### src/rtl/fpu_norm_pkg.sv
// Shared types and widths for the FPU add/sub normalize and exponent-subtract stages.
package fpu_norm_pkg;

  localparam int EXP_W  = 8;
  localparam int MANT_W = 27;

  typedef enum logic [1:0] {
    IDLE  = 2'd0,
    SHIFT = 2'd1,
    DONE  = 2'd2
  } norm_state_t;

  typedef logic [EXP_W-1:0] shift_cnt_t;

endpackage

### src/rtl/normalize_shift_ctrl.sv
// Multi-cycle left normalizer: shifts one bit per cycle until the hidden bit is set,
// the mantissa is zero, or the shift count reaches the exponent.
module normalize_shift_ctrl #(
  parameter int MANT_W = fpu_norm_pkg::MANT_W,
  parameter int EXP_W  = fpu_norm_pkg::EXP_W
) (
  input  logic              CLK,
  input  logic              RST,
  input  logic              in_valid,
  output logic              in_ready,
  input  logic [MANT_W-1:0] in_mant,
  input  logic [EXP_W-1:0]  in_exp,
  input  logic              in_sign,
  output logic              out_valid,
  input  logic              out_ready,
  output logic [MANT_W-1:0] out_mant,
  output logic [EXP_W-1:0]  out_exp,
  output logic [EXP_W-1:0]  out_shifted_amount,
  output logic              out_sign,
  output logic              out_zero
);
  import fpu_norm_pkg::*;

  norm_state_t       r_state;
  logic [MANT_W-1:0] r_mant;
  logic [EXP_W-1:0]  r_exp;
  logic [EXP_W-1:0]  r_count;
  logic              r_sign;
  logic              r_zero;
  logic              r_out_valid;
  logic              w_stop;

  // Zero test first, then hidden bit, then the denormal limit keeps exp - count >= 0.
  assign w_stop = (r_mant == '0) || r_mant[MANT_W-1] || (r_count == r_exp);

  always_ff @(posedge CLK) begin
    if (RST) begin
      r_state     <= IDLE;
      r_mant      <= '0;
      r_exp       <= '0;
      r_count     <= '0;
      r_sign      <= 1'b0;
      r_zero      <= 1'b0;
      r_out_valid <= 1'b0;
    end else begin
      case (r_state)
        IDLE: begin
          if (in_valid) begin
            r_mant  <= in_mant;
            r_exp   <= in_exp;
            r_sign  <= in_sign;
            r_count <= '0;
            r_zero  <= (in_mant == '0);
            r_state <= SHIFT;
          end
        end
        SHIFT: begin
          if (w_stop) begin
            r_out_valid <= 1'b1;
            r_state     <= DONE;
          end else begin
            r_mant  <= r_mant << 1;
            r_count <= r_count + EXP_W'(1);
          end
        end
        DONE: begin
          if (out_ready) begin
            r_out_valid <= 1'b0;
            r_state     <= IDLE;
          end
        end
        default: r_state <= IDLE;
      endcase
    end
  end

  assign in_ready           = (r_state == IDLE);
  assign out_valid          = r_out_valid;
  assign out_mant           = r_mant;
  assign out_exp            = r_exp;
  assign out_shifted_amount = r_count;
  assign out_sign           = r_sign;
  assign out_zero           = r_zero;

endmodule

### config.mk
export PLATFORM = sky130hd
export DESIGN_NAME = normalize_shift_ctrl
export DESIGN_NICKNAME = d
export VERILOG_FILES = /design/src/rtl/fpu_norm_pkg.sv /design/src/rtl/normalize_shift_ctrl.sv
export SDC_FILE = /design/constraint.sdc
export NUM_CORES = 1
export LEC_CHECK = 0
export ABC_AREA = 0
export CAP_MARGIN = 20
export CORE_ASPECT_RATIO = 2
export CORE_MARGIN = 3
export CORE_UTILIZATION = 45
export DETAILED_ROUTE_END_ITERATION = 8
export PLACE_DENSITY = 0.87
export SLEW_MARGIN = 30
export SYNTH_ARGS = -nofsm -noshare
export SYNTH_HDL_FRONTEND = slang
export SYNTH_SLANG_ARGS = --single-unit
export TNS_END_PERCENT = 1
### constraint.sdc
create_clock -name CLK -period 2.94 [get_ports CLK]
set_input_delay 0.735 -clock CLK [delete_from_list [all_inputs] [get_ports CLK]]
set_output_delay 0.735 -clock CLK [all_outputs]
set_load 0.02 [all_outputs]
==> results of run 1 <==
-- through the flow --
step,hold slack [ns],total power (uW),setup WS [ns],utilization
global route,0.503,2040,0.424,0.666
detailed placement,0.455,1540,0.603,0.647
floorplan,0.514,1250,1.26,-
finish,0.469,1940,0.639,0.666
global placement,0.446,1520,0.702,0.647
CTS,0.469,1950,0.634,0.666
-- cell families (layout without fill, tap and decap cells) --
kind of cell             Yosys count  after routing  share of synthesized area
adder cells (fa/ha/maj)            1              1                    0.00528
AO/OA/AOI/OAI                     55             55                      0.204
flip-flops                        48             48                      0.406
buffers and inverters             22            101                     0.0502
XOR/XNOR                           9              9                     0.0333
AND/OR/NAND/NOR                  160            160                      0.292
multiplexers                       2              2                    0.00898
-- power by group through the flow --
stage               clock, uW  sequential [uW]  combinational (uW)
finish                    412              825                 704
global route              443              839                 762
CTS                       418              824                 707
detailed placement          0              839                 704
global placement            0              837                 686
floorplan                   0              913                 334
-- layer usage --
metal  global-route usage  wire [um]  vias to the layer above
met5                    0          0                        -
met4               0.0879        136                        0
met2                0.437       3890                       84
met1                0.243       2510                     1154
met3               0.0502        402                       10
li1                     -          -                     1203
-- worst max-delay path: stages (launching register included) --
cell             delay, ns
dfxtp_1               0.37
nor2_1                0.24
clkdlybuf4s50_1       0.66
-- flip-flops by register name (all words and copies together), names as in the netlist --
| register | flops |
|---|---|
| out_exp | 8 |
| out_mant | 27 |
| out_shifted_amount | 8 |
| out_sign | 1 |
| out_valid | 1 |
| out_zero | 1 |
| r_state | 2 |
-- Yosys cell counts (4+ instances only) --
library cell  number  area (sq um)
nand2_1           82           308
xnor2_1            9          78.8
a311oi_1          15           131
nand3_1            7          35.0
o211ai_1           4          30.0
clkbuf_1          11          41.3
nor2_1            41           154
a311oi_2          10           150
a21oi_1           13          65.1
buf_2              5          25.0
nor4_1            12          75.1
dfxtp_1           48           961
nor3_1             4          20.0
buf_6              4          45.0
-- area by class of cell --
class | count | area [sq um] | share of cell area
clock inverter | 2 | 10.0 | 0.00301
tap | 57 | 71.3 | 0.0214
timing repair buffer | 91 | 906 | 0.272
multi-input combinational | 227 | 1290 | 0.388
sequential | 48 | 961 | 0.289
inverter | 2 | 7.51 | 0.00225
clock buffer | 6 | 82.6 | 0.0248
-- worst min path at each step --
stage               start         to  depth (start not counted)
5_1_grt          out_sign   out_sign                          2
6_report         out_sign   out_sign                          2
4_1_cts          out_sign   out_sign                          2
3_5_place_dp     out_sign   out_sign                          2
3_3_place_gp     out_sign   out_sign                          2
2_1_floorplan  r_state[1]  out_valid                          1
==> results.json, run 1 <==
{
  "grt_usage": 0.232,
  "synthDistinctLibCells": 37,
  "diodes": 0,
  "clk_latency_ns": 0.30,
  "p_switching_uw": 700,
  "p_leak_uw": 0.00117,
  "worstSetupStartpoint": "r_state[1]",
  "post_drt_via_cell_ratio": 5.66,
  "fin_area_sq_um": 3330,
  "cts_resized": 0,
  "cts.sinks": 48,
  "placed_cells": 425,
  "cp-end-kind": "primary output",
  "dr.pass1.iters": 5,
  "r2r-start": "out_mant[24]",
  "drive_gt1_frac": 0.0798,
  "cts_max_level": 2,
  "cts_tree": "done",
  "synth_nets": 338,
  "crit_fanout": 6,
  "num_io_pins": 87,
  "place_area_sq_um": 3240,
  "die_h_um": 109,
  "synth-seq-cells": 48,
  "antenna_found_initial": 0,
  "layout.nets": 416,
  "p_sw_frac": 0.361,
  "outcome": "finished, final reports clean",
  "period_share": 0.783,
  "period_minus_slack_ns": 2.30,
  "fin_cells": 433,
  "power.internal_uw": 1240,
  "critPathCapture": "in_ready",
  "place_congestion": 0.901,
  "crit_arrival_ns": 1.57,
  "wl_per_cell_um": 16.0,
  "drcViolationCount": 0,
  "routed_wl_um": 6940,
  "grt_pass1_vias": 2419,
  "io_buffers": 86,
  "min_path_type": "flop to flop",
  "cp_data_required_time_ns": 2.20,
  "clkTransAtPathRegs_ns": 0.09,
  "slew_viol_final": 0,
  "slew_headroom": 0.421,
  "synth_cells": 297,
  "syn-cell-area_sq_um": 2370,
  "yosysSeqAreaShare": 0.406,
  "rsz0062_at_grt": "false",
  "path_class": "flop to primary output",
  "drt_first_iter_violations": 46,
  "synth_top_flop_cell": "dfxtp_1",
  "pwr-share-comb": 0.363,
  "cts_root_buf": "clkbuf_8",
  "cts-buffers-inserted": 5,
  "pwr-share-seq": 0.425,
  "reg2reg_slack_ns": 0.67,
  "drv_cap": 0,
  "p_clk_frac": 0.212,
  "synth_area_per_cell_sq_um": 7.97,
  "worstMarginPinSlew_ns": 0.865,
  "fillers": 412,
  "layout_common_cells": "clkdlybuf4s50_1, nand2_1, dfxtp_1",
  "start_util": 0.474,
  "fp.dieArea_sq_um": 6220,
  "async_flop_share": 0,
  "fmax_mhz": 435,
  "cts_setup_buffers": 0,
  "r2r_end": "out_mant[4]",
  "dpl.hpwl_um": 5230,
  "holdBufCountCts": 0,
  "grt_overflow": 0,
  "finClkSkew_ns": 0.00576,
  "rows": 36,
  "critPathLaunchType": "flop",
  "setup_viol": 0,
  "synthToLayoutAreaGrowth_pct": 40.6,
  "tns_ns": 0,
  "die_x_um": 57.3,
  "ant_nets": 0,
  "synth_warnings": 0,
  "finalHoldViolations": 0,
  "rr_worst_depth": 6,
  "synth_edf_count": 0,
  "core_area_sq_um": 5000,
  "grt_pass1_wl_um": 11400,
  "mostFrequentLayoutCell": "clkdlybuf4s50_1",
  "clock_path_buffers": 2,
  "pwr_density_cell_nw_per_um2": 583,
  "ir_drop_mv": 0.503,
  "vias": 2451,
  "grt_max_degree": 32
}
(Power assumes the default switching activity.)
==> inputs of run 2 (changes only) <==
--- a/config.mk
+++ b/config.mk
@@ -9,9 +9,9 @@
 export CAP_MARGIN = 20
 export CORE_ASPECT_RATIO = 2
 export CORE_MARGIN = 3
-export CORE_UTILIZATION = 45
+export CORE_UTILIZATION = 44
 export DETAILED_ROUTE_END_ITERATION = 8
-export PLACE_DENSITY = 0.87
+export PLACE_DENSITY = 0.85
 export SLEW_MARGIN = 30
 export SYNTH_ARGS = -nofsm -noshare
 export SYNTH_HDL_FRONTEND = slang
==> constraint.sdc (replaced) <==
create_clock -name CLK -period 2.2 [get_ports CLK]
set_input_delay 0.55 -clock CLK [delete_from_list [all_inputs] [get_ports CLK]]
set_output_delay 0.55 -clock CLK [all_outputs]
set_load 0.02 [all_outputs]
==> results.json, run 2 (synthesized netlist as in run 1, its figures left out) <==
{
  "outcome": "finished, final reports clean",
  "die_x_um": 57.9,
  "use_met1": 0.259,
  "cpPeakStageDelay_ns": 0.64,
  "rsz0062_at_grt": "false",
  "cts.sinks": 48,
  "grt_use_met3": 0.0435,
  "pwr_density_cell_nw_per_um2": 796,
  "ant_nets": 0,
  "finalHoldViolations": 0,
  "fp.dieArea_sq_um": 6350,
  "io_buffers": 86,
  "fmax_mhz": 485,
  "antenna_found_initial": 0,
  "vias": 2498,
  "worstMarginPinSlew_ns": 0.472,
  "cp_data_required_time_ns": 1.65,
  "drcViolationCount": 0,
  "drive_gt1_frac": 0.0942,
  "path_delay_family": "buffers and inverters",
  "holdWs_ns": 0.463,
  "layout.nets": 422,
  "path_cells": "nor2_1, clkdlybuf4s50_1",
  "slew_viol_final": 0,
  "drt_first_iter_violations": 89,
  "clk_latency_ns": 0.30,
  "rows": 37,
  "tns_ns": 0,
  "start_util": 0.457,
  "cp_num_buf_inv": 1,
  "die_h_um": 110,
  "synthToLayoutAreaGrowth_pct": 43.8,
  "diodes": 0,
  "period_share": 0.936,
  "ir_drop_mv": 0.659,
  "grt.met2_usage": 0.425,
  "post_drt_via_cell_ratio": 5.68,
  "grt_max_degree": 35,
  "holdBufCountCts": 0,
  "path_class": "flop to primary output",
  "grt_pass1_vias": 2498,
  "dpl.hpwl_um": 5420,
  "cts_resized": 0,
  "clock_path_buffers": 2,
  "drv_cap": 0,
  "largest_reg_flops": 27,
  "dpl_worst_slack_ns": 0.211,
  "cp-end-kind": "primary output",
  "busiest_layer": "met2",
  "finClkSkew_ns": 0.00831,
  "layout_common_cells": "clkdlybuf4s50_1, nand2_1, dfxtp_1",
  "grt_overflow": 0,
  "crit_arrival_ns": 1.51,
  "grt_pass1_wl_um": 11600,
  "clkTransAtPathRegs_ns": 0.09,
  "cts_tree": "done",
  "routed_wl_um": 7170,
  "mostFrequentLayoutCell": "clkdlybuf4s50_1",
  "cts-buffers-inserted": 5,
  "num_io_pins": 87,
  "slew_headroom": 0.684,
  "wl_per_cell_um": 16.3,
  "crit_fanout": 6,
  "p_leak_uw": 0.00121,
  "period_minus_slack_ns": 2.06,
  "critPathLaunchType": "flop",
  "power_uw": 2710,
  "place_congestion": 0.874,
  "cts_max_level": 2,
  "crit_slowest_cell": "clkdlybuf4s50_1",
  "grt_usage": 0.237,
  "fillers": 441,
  "cts_root_buf": "clkbuf_8",
  "setup_viol": 0,
  "min_path_type": "flop to flop",
  "cts_setup_buffers": 0,
  "dr.pass1.iters": 4,
  "core_area_sq_um": 5180,
  "worst_slack_ns": 0.140
}
==> run 2: changes by cell type in the layout (fill, tap and decap cells not counted), sizes merged <==
cell      delta
clkinv       -1
clkinvlp     +1
clkbuf       -1
bufinv       +1
buf          +6
==> run 2: power breakdown <==
group	internal [uW]	leakage (uW)	switching, uW
registers	980	0.000395	126
logic	444	0.000763	519
clock network	337	0.0000541	307
==> run 2: path summary, 6_finish.rpt <==
check / endpoint / slack (ns) / cells after the start / from
min: out_sign / 0.46 / 2 / out_sign
max: in_ready / 0.14 / 2 / r_state[1]
max reg2reg: out_shifted_amount[2] / 0.40 / 7 / out_mant[1]
min reg2reg: out_sign / 0.46 / 2 / out_sign
==> run 2: cell type report <==
cell class | instances | area, sq um | area share
multi-input combinational | 227 | 1290 | 0.379
timing repair buffer | 97 | 963 | 0.283
sequential | 48 | 961 | 0.282
tap | 58 | 72.6 | 0.0213
clock buffer | 5 | 68.8 | 0.0202
clock inverter | 3 | 42.5 | 0.0125
inverter | 2 | 7.51 | 0.00220
==> run 2: per-stage QoR <==
step / std cells / util / area [sq um]
final: 440 / 0.657 / 3410
after global routing: 440 / 0.657 / 3410
after CTS: 440 / 0.657 / 3410
after detailed placement: 432 / 0.636 / 3300
after global placement: 432 / 0.636 / 3300
after floorplan: 297 / - / 2370
==> run 2: routing by layer <==
| layer | vias up | wire, um |
|---|---|---|
| met5 | - | 0 |
| met1 | 1172 | 2650 |
| met3 | 14 | 370 |
| li1 | 1223 | - |
| met4 | 0 | 213 |
| met2 | 89 | 3930 |
==> run 2: tightest hold or removal path, cell delays in order (launching register included) <==
cell     delay, ns
dfxtp_1       0.32
nand2_1       0.05
a21oi_1       0.05
==> inputs of run 3 (changes only) <==
--- a/config.mk
+++ b/config.mk
@@ -7,7 +7,7 @@
 export LEC_CHECK = 0
 export ABC_AREA = 0
 export CAP_MARGIN = 20
-export CORE_ASPECT_RATIO = 2
+export CORE_ASPECT_RATIO = 0.6
 export CORE_MARGIN = 3
 export CORE_UTILIZATION = 44
 export DETAILED_ROUTE_END_ITERATION = 8
==> results.json, run 3 (synthesized netlist as in run 1, its figures left out) <==
{
  "worstMarginPinSlew_ns": 0.504,
  "io_buffers": 86,
  "rr_worst_depth": 7,
  "path_class": "flop to primary output",
  "ir_drop_mv": 0.430,
  "r2r-start": "r_state[1]",
  "cts_setup_buffers": 0,
  "routed_wl_um": 6990,
  "busiest_layer": "met2",
  "cts_resized": 0,
  "vias": 2454,
  "slew_viol_final": 0,
  "core_area_sq_um": 4870,
  "pwr_density_cell_nw_per_um2": 801,
  "antenna_found_initial": 0,
  "die_h_um": 62.8,
  "fmax_mhz": 476,
  "mostFrequentLayoutCell": "clkdlybuf4s50_1",
  "critPathLaunchType": "flop",
  "cp_data_required_time_ns": 1.65,
  "period_share": 0.955,
  "drt_first_iter_violations": 131,
  "slew_headroom": 0.663,
  "cts_max_level": 2,
  "synthToLayoutAreaGrowth_pct": 44.2,
  "grt_usage": 0.225,
  "crit_arrival_ns": 1.55,
  "layout.nets": 420,
  "fp.dieArea_sq_um": 6330,
  "largest_reg_flops": 27,
  "start_util": 0.486,
  "grt_pass1_wl_um": 11500,
  "ant_nets": 0,
  "rsz0062_at_grt": "false",
  "setup_viol": 0,
  "drv_cap": 0,
  "period_minus_slack_ns": 2.10,
  "worst_slack_ns": 0.0985,
  "holdBufCountCts": 0,
  "place_congestion": 0.830,
  "rows": 19,
  "clkTransAtPathRegs_ns": 0.10,
  "min_to": "out_sign",
  "grt_pass1_vias": 2336,
  "post_drt_via_cell_ratio": 5.54,
  "power_uw": 2730,
  "clock_path_buffers": 2,
  "min_from": "out_sign",
  "cp-end-kind": "primary output",
  "diodes": 0,
  "grt_overflow": 0,
  "grt.met2_usage": 0.323,
  "outcome": "finished, final reports clean",
  "clk_latency_ns": 0.31,
  "crit_fanout": 6,
  "r2r_end": "out_mant[21]",
  "min_path_type": "flop to flop",
  "cts.sinks": 48,
  "cts_tree": "done",
  "final_util": 0.701,
  "fin_area_sq_um": 3410,
  "fillers": 394,
  "die_x_um": 101,
  "reg2reg_slack_ns": 0.21,
  "finalHoldViolations": 0,
  "whs_path_depth": 2,
  "drive_gt1_frac": 0.0895,
  "place_area_sq_um": 3300,
  "cts_root_buf": "clkbuf_8",
  "tns_ns": 0,
  "grt_use_met3": 0.0702,
  "finClkSkew_ns": 0.0104,
  "dpl.hpwl_um": 5200,
  "drcViolationCount": 0,
  "cts-buffers-inserted": 5,
  "wl_per_cell_um": 15.8,
  "dr.pass1.iters": 6,
  "layout_common_cells": "clkdlybuf4s50_1, nand2_1, dfxtp_1",
  "grt_max_degree": 30,
  "p_leak_uw": 0.00121,
  "use_met1": 0.320,
  "num_io_pins": 87,
  "dpl_worst_slack_ns": 0.241
}
-- run 3: cell types whose count changed in the layout (fill, tap and decap cells not counted) --
cell / before / now
buf_12: 2 / 3
buf_4: 9 / 6
inv_6: 0 / 1
clkinv_2: 1 / 0
-- run 3: area by class of cell --
cell class	count	area, sq um	area share
Multi-Input combinational cell	227	1290	0.378
Sequential cell	48	961	0.281
Timing Repair Buffer	95	961	0.281
Tap cell	63	78.8	0.0231
Clock buffer	5	68.8	0.0202
Clock inverter	3	46.3	0.0136
Inverter	2	7.51	0.00220
-- run 3: critical path: stages, from the launching register on --
cell             delay, ns
dfxtp_1               0.37
nor2_1                0.23
clkdlybuf4s50_1       0.65
-- run 3: how the worst max path moves through the flow --
stage	startpoint	slack, ns	end
6_report	r_state[1]	0.1	in_ready
4_1_cts	r_state[1]	0.1	in_ready
3_3_place_gp	in_mant[22]	0.30	out_zero
3_5_place_dp	in_valid	0.24	out_mant[23]
5_1_grt	r_state[1]	0.0002	out_mant[21]
2_1_floorplan	out_shifted_amount[3]	0.52	out_mant[17]
-- run 3: report_power, final --
part           total [uW]  internal [uW]  switching (uW)  leakage [uW]
clock                 656            343             314     0.0000548
sequential           1110            980             128      0.000395
combinational         971            447             524      0.000757
total                2730           1770             965       0.00121
-- run 3: metal layers --
layer	up-vias	routed length, um
met5	-	0
met4	0	71
met3	9	628
met2	89	2960
met1	1139	3330
li1	1217	-
-- run 3: through the flow --
stage | hold WS (ns) | cells
2_1_floorplan | 0.514 | 297
3_3_place_gp | 0.452 | 435
3_5_place_dp | 0.452 | 435
4_1_cts | 0.469 | 443
5_1_grt | 0.518 | 443
6_report | 0.471 | 443
